$ cat src/rtl/clip_stage.sv
// clip_stage: three-stage clipping pipeline for the overdrive path.
// Stage 1 splits the gained sample into sign and magnitude, stage 2 shapes the
// magnitude (saturate / hard clip / soft knee), stage 3 saturates to 15 bits,
// restores the sign and registers the output. Clip count and peak are metering.
module clip_stage #(
    parameter int knee_shift    = 2,
    parameter int counter_width = 16
) (
    input  logic                     i_clk,
    input  logic                     i_rst,
    input  logic                     i_valid,
    input  logic [31:0]              i_sample,
    input  logic [14:0]              i_threshold,
    input  logic [1:0]               i_mode,
    input  logic                     i_clear_stats,
    output logic                     o_valid,
    output logic [15:0]              o_sample,
    output logic                     o_clipped,
    output logic [counter_width-1:0] o_clip_count,
    output logic [14:0]              o_peak
);

    typedef enum logic [1:0] {
        MODE_SAT  = 2'd0,
        MODE_HARD = 2'd1,
        MODE_SOFT = 2'd2,
        MODE_ALT  = 2'd3
    } clip_mode_t;

    localparam logic [31:0] MAX_MAG = 32'd32767;

    // Stage 1 state: sign, magnitude and the controls captured with the sample
    logic        s1_valid;
    logic        s1_sign;
    logic [31:0] s1_mag;
    logic [14:0] s1_thr;
    clip_mode_t  s1_mode;

    // Stage 2 state: shaped magnitude and threshold-clip flag
    logic        s2_valid;
    logic        s2_sign;
    logic [31:0] s2_mag;
    logic        s2_clip;

    // Magnitude of the registered output, kept for peak tracking
    logic [14:0] out_mag;

    // Combinational results feeding the stage registers
    logic [31:0] in_mag;
    logic [31:0] thr_wide;
    logic [31:0] excess;
    logic        over_thr;
    logic [31:0] shaped_mag;
    logic        shaped_clip;
    logic [14:0] sat_mag;
    logic        sat_clip;
    logic [15:0] signed_out;

    // Absolute value of the input; -2^31 maps to 2^31 as an unsigned 32-bit value
    always_comb begin
        in_mag = i_sample;
        if (i_sample[31]) begin
            in_mag = 32'd0 - i_sample;
        end
    end

    // Stage 1 register: split sign/magnitude and capture threshold and mode
    always_ff @(posedge i_clk) begin
        if (i_rst) begin
            s1_valid <= 1'b0;
            s1_sign  <= 1'b0;
            s1_mag   <= '0;
            s1_thr   <= '0;
            s1_mode  <= MODE_SAT;
        end else begin
            s1_valid <= i_valid;
            if (i_valid) begin
                s1_sign <= i_sample[31];
                s1_mag  <= in_mag;
                s1_thr  <= i_threshold;
                s1_mode <= clip_mode_t'(i_mode);
            end
        end
    end

    // Magnitude shaping according to the captured mode
    always_comb begin
        thr_wide    = {17'd0, s1_thr};
        excess      = s1_mag - thr_wide;
        over_thr    = (s1_mag > thr_wide);
        shaped_mag  = s1_mag;
        shaped_clip = 1'b0;
        case (s1_mode)
            MODE_HARD: begin
                if (over_thr) begin
                    shaped_mag  = thr_wide;
                    shaped_clip = 1'b1;
                end
            end
            MODE_SOFT: begin
                if (over_thr) begin
                    shaped_mag  = thr_wide + (excess >> knee_shift);
                    shaped_clip = 1'b1;
                end
            end
            default: begin
                shaped_mag  = s1_mag;
                shaped_clip = 1'b0;
            end
        endcase
    end

    // Stage 2 register: shaped magnitude and its clip flag
    always_ff @(posedge i_clk) begin
        if (i_rst) begin
            s2_valid <= 1'b0;
            s2_sign  <= 1'b0;
            s2_mag   <= '0;
            s2_clip  <= 1'b0;
        end else begin
            s2_valid <= s1_valid;
            if (s1_valid) begin
                s2_sign <= s1_sign;
                s2_mag  <= shaped_mag;
                s2_clip <= shaped_clip;
            end
        end
    end

    // Final saturation to a symmetric 16-bit range and sign restoration
    always_comb begin
        sat_mag  = s2_mag[14:0];
        sat_clip = s2_clip;
        if (s2_mag > MAX_MAG) begin
            sat_mag  = 15'h7FFF;
            sat_clip = 1'b1;
        end
        signed_out = {1'b0, sat_mag};
        if (s2_sign) begin
            signed_out = 16'd0 - {1'b0, sat_mag};
        end
    end

    // Output register: data holds its last value while no sample is valid
    always_ff @(posedge i_clk) begin
        if (i_rst) begin
            o_valid   <= 1'b0;
            o_sample  <= '0;
            o_clipped <= 1'b0;
            out_mag   <= '0;
        end else begin
            o_valid <= s2_valid;
            if (s2_valid) begin
                o_sample  <= signed_out;
                o_clipped <= sat_clip;
                out_mag   <= sat_mag;
            end
        end
    end

    // Metering: saturating clip counter and peak hold, clear wins over update
    always_ff @(posedge i_clk) begin
        if (i_rst || i_clear_stats) begin
            o_clip_count <= '0;
            o_peak       <= '0;
        end else if (o_valid) begin
            if (o_clipped && (o_clip_count != {counter_width{1'b1}})) begin
                o_clip_count <= o_clip_count + counter_width'(1);
            end
            if (out_mag > o_peak) begin
                o_peak <= out_mag;
            end
        end
    end

endmodule

$ cat config.mk
export PLATFORM = sky130hd
export DESIGN_NAME = clip_stage
export DESIGN_NICKNAME = d
export VERILOG_FILES = /design/src/rtl/clip_stage.sv
export SDC_FILE = /design/constraint.sdc
export NUM_CORES = 1
export LEC_CHECK = 0
export CORE_AREA = 5 5 159 161
export DETAILED_ROUTE_END_ITERATION = 6
export DIE_AREA = 0 0 164 166
export PLACE_DENSITY_LB_ADDON = 0.1
export SLEW_MARGIN = 20
export SYNTH_ARGS = -nofsm -noshare
export SYNTH_HDL_FRONTEND = slang
export SYNTH_SLANG_ARGS = --single-unit
$ cat constraint.sdc
create_clock -name i_clk -period 12.3 [get_ports i_clk]
set_clock_uncertainty 0.1 [all_clocks]
set_input_delay 1.23 -clock i_clk [delete_from_list [all_inputs] [get_ports i_clk]]
set_output_delay 1.23 -clock i_clk [all_outputs]
set_load 0.01 [all_outputs]
==> summary.md <==
| Metric | Value |
|---|---|
| Leak | `0.00422 uW` |
| Layout cells sized above 1 | `0.0596` |
| Most common cell in the netlist | `nor2_1` |
| FF-to-FF setup slack | `7520 ps` |
| Post-CTS sizing | `0` |
| Run status | `finished clean` |
| Critical Path Stages | `19` |
| P&R area growth vs syn | `18.9%` |
| CP startpoint | `s1_thr[3]$_SDFFE_PP0P_` |
| Area after DPL | `10500 um^2` |
| M3 GR Usage | `0.0251` |
| Async SR Flop Fraction | `0` |
| Fin area | `11100 um^2` |
| Arr. time, crit path | `4990 ps` |
| HP Class | `register to register` |
| Max_cap viols | `0` |
| Area share of the largest cell type after synthesis | `0.319` |
| Initial Utilization | `0.392` |
| Vias per cell | `5.33` |
| Slew Limit Fails | `0` |
| Critical-path cell list | `inv_1 > ha_1 > and4_1 > o21ai_0 > a31oi_1 > nor2_1 > o21ai_0 > xor2_1 > ha_1 > a21o_1 > o32ai_1 > a31oi_1 > nand2_1 > o221ai_1 > o221a_2 > nor3b_1 > mux2_2 > a211oi_1 > o21ai_1` |
| Portion of netlist area occupied by mux cells | `0.0569` |
| Postcts setup bufs | `0` |
| Synth cell count leaders | `nor2_1, dfxtp_1, a211oi_1, nand2_1, o21ai_0` |
| N_diodes | `0` |
| Die Y | `166 um` |
| RSZ-0062 raised after global routing | `false` |
| Remaining antenna violation count | `0` |
| DRT Pass-1 Iters | `5` |
| Nets | `1317` |
| Reg2Reg Depth | `19` |
| Seq/Total Area, Yosys | `0.319` |
| CTS tree | `built` |
| FILL cells | `2466` |
| Grt ovf | `0` |
| Synth Area in XOR/XNOR | `0.0694` |
| Maximum buffer depth of the clock tree | `2` |
| Fmax | `209 MHz` |
| Largest net degree at the start of global routing | `85` |
| Main combinational cell family by area after synthesis | `compound AO/OA/AOI/OAI gates` |
| Critical hold path startpoint | `s2_mag[31]$_SDFFE_PP0P_` |
| Post-synth top flop | `dfxtp_1` |
| Fraction of the mapped netlist area in compound gates | `0.222` |
| Crit-path leading delay family | `compound AO/OA/AOI/OAI gates` |
| Util after Layout | `0.466` |
| Max incr delay on CP | `390 ps` |
| TNS Setup | `0 ps` |
| # hold bufs at CTS | `0` |
| WL final | `24500 um` |
| First-pass GRT wire length | `40200 um` |
| CTS Root Buffer Type | `clkbuf_16` |
| Synth top area cells | `dfxtp_1, nor2_1, ha_1` |
| Synth Area in Simple Gates | `0.212` |
| Net Count, Synth | `1259` |
| CP endpoint | `s2_mag[26]$_SDFFE_PP0P_` |
| Vias | `8248` |
| Routability congestion estimate | `0.867` |
| Mapped Cells | `1154` |
| Setup crit end kind | `register` |
| Gr usage total | `0.179` |
| Critical path class | `register to register` |
| Reg-to-Reg Start | `s1_thr[3]$_SDFFE_PP0P_` |
| Syn_area_per_cell | `8.09 um^2` |
| Fin crit period | `4780 ps` |
| Cell Area, Synth | `9340 um^2` |
| Die area | `27200 um^2` |
| R2R Path End | `s2_mag[26]$_SDFFE_PP0P_` |
| Clock sinks | `149` |
| Total core area | `23800 um^2` |
| Pwr dens | `129 nW/um^2` |
| Clock-pin transition on the worst setup and hold timing paths | `70 ps` |
| WP data required | `12510 ps` |
| Drt drc | `0` |
| Initial antenna violation count | `0` |
| Worst setup margin | `7520 ps` |
| Pre-CTS WS | `7540 ps` |
| Bufs and invs on worst path | `1` |
| I/O pin count | `102` |
| Die X | `164 um` |
| Worst path slowest cell | `dfxtp_1` |
| CTS Buf Count | `17` |
| GR Util met1 | `0.254` |
| DP Wirelength | `18200 um` |
| Deepest level of the CTS H-tree | `4` |
| Final Cycle Share | `0.389` |
| Post-synth top area cell | `dfxtp_1` |
| Vias in the first global route | `7662` |
| GR Util met2 | `0.288` |
| GR peak layer | `met2` |
| Max VDD drop | `0.0882 mV` |
| DRT iter0 DRCs | `529` |
| Post-synth EDFFs | `0` |
| Port bufs | `101` |
| Drt wl/cell | `15.8 um` |
| Synthesis Warnings | `0` |
| Final setup viols | `0` |
| Worst-Margin Slew | `1060 ps` |
| Endpoints failing hold | `0` |
| Synth Register Bits | `149` |
| Post-synth cell types | `71` |
| Worst slew margin | `0.293` |
| Num rows | `57` |
| Worst setup SP type | `register` |
| Clock Latency Late Sink | `420 ps` |
| Largest fanout on the critical path | `5` |
| Post-Synth Adder-Cell Area | `0.0705` |
layer usage:
| layer | share of wire | vias up |
|---|---|---|
| met1 | 0.50 | 3774 |
| met5 | 0 | - |
| li1 | - | 4286 |
| met4 | 0.0086 | 0 |
| met3 | 0.044 | 15 |
| met2 | 0.45 | 173 |
placed cells by master, fill, tap and decap left out, types with 5 or more instances in the layout:
master / Yosys / final
mux2i_1: 52 / 52
nand2_1: 66 / 66
ha_1: 51 / 51
a21o_1: 11 / 11
nor4_1: 15 / 15
nor2b_1: 16 / 16
a311oi_1: 5 / 5
clkbuf_16: 0 / 17
o221ai_1: 10 / 10
o21a_1: 9 / 9
nand2b_1: 17 / 17
a22oi_1: 18 / 18
nor3_1: 11 / 11
xnor2_1: 26 / 26
or2_2: 10 / 10
dfxtp_1: 149 / 147
clkdlybuf4s50_1: 0 / 99
nand4_1: 14 / 14
nand3b_1: 5 / 5
xor2_1: 48 / 48
or4_1: 7 / 7
buf_4: 2 / 8
a22o_1: 9 / 9
inv_1: 50 / 50
o21ai_0: 57 / 57
o22ai_1: 5 / 5
nand3_1: 17 / 17
a31oi_1: 10 / 10
or3_1: 13 / 13
nor2_1: 187 / 187
o31ai_1: 6 / 6
a211oi_1: 66 / 66
a21oi_1: 52 / 52
metrics by stage:
stage,hold slack (ps),cells,total power (uW)
2_1_floorplan,345,1154,818
3_3_place_gp,359,1517,915
3_5_place_dp,363,1517,916
4_1_cts,372,1548,1440
5_1_grt,398,1548,1510
6_report,373,1548,1430
layout make-up:
type | instances | area [um^2] | area share
clock inverters | 11 | 126 | 0.0114
flip-flops and latches | 149 | 2990 | 0.269
multi-input cells | 886 | 5890 | 0.531
well taps | 324 | 405 | 0.0365
inverters | 50 | 188 | 0.0169
clock buffers | 20 | 447 | 0.0402
repair buffers | 108 | 1060 | 0.0951
power by group:
part | internal, uW | switching [uW] | leakage (uW)
Combinational | 160 | 209 | 0.00273
Sequential | 507 | 31.5 | 0.00122
Clock | 304 | 217 | 0.000269
flip-flops by register name, summed over array words and instances (netlist names), 2 cells and up:
register and count:
out_mag 14, o_peak 15, s2_mag 32, s1_mode 2, s1_thr 15, o_clip_count 16, s1_mag 32, o_sample 16
worst min-delay path by stage:
stage / end / slack (ps) / cells past startpoint
final: s2_mag[31]$_SDFFE_PP0P_ / 370 / 2
after global routing: o_sample[10]$_SDFFE_PP0P_ / 400 / 2
after CTS: s2_mag[31]$_SDFFE_PP0P_ / 370 / 2
after detailed placement: s2_mag[31]$_SDFFE_PP0P_ / 360 / 2
after global placement: s2_mag[31]$_SDFFE_PP0P_ / 360 / 2
after floorplan: s1_sign$_SDFFE_PP0P_ / 340 / 2
cells by family (layout without fill, tap and decap cells):
kind of cell / count (synthesis) / count (layout)
simple gates: 407 / 407
buf+inv: 119 / 189
flops: 149 / 149
compound gates: 300 / 300
fa+ha+maj: 52 / 52
mux: 53 / 53
xor+xnor: 74 / 74
worst reg2reg max path, cell delays in order (launching register included):
cell and delay [ps]:
dfxtp_1 390, inv_1 70, ha_1 340, and4_1 230, o21ai_0 160, a31oi_1 260, nor2_1 120, o21ai_0 280
xor2_1 120, ha_1 380, a21o_1 180, o32ai_1 100, a31oi_1 240, nand2_1 160, o221ai_1 290, o221a_2 310
nor3b_1 260, mux2_2 360, a211oi_1 230, o21ai_1 70
Note: power is estimated with default switching activity, not from simulation.
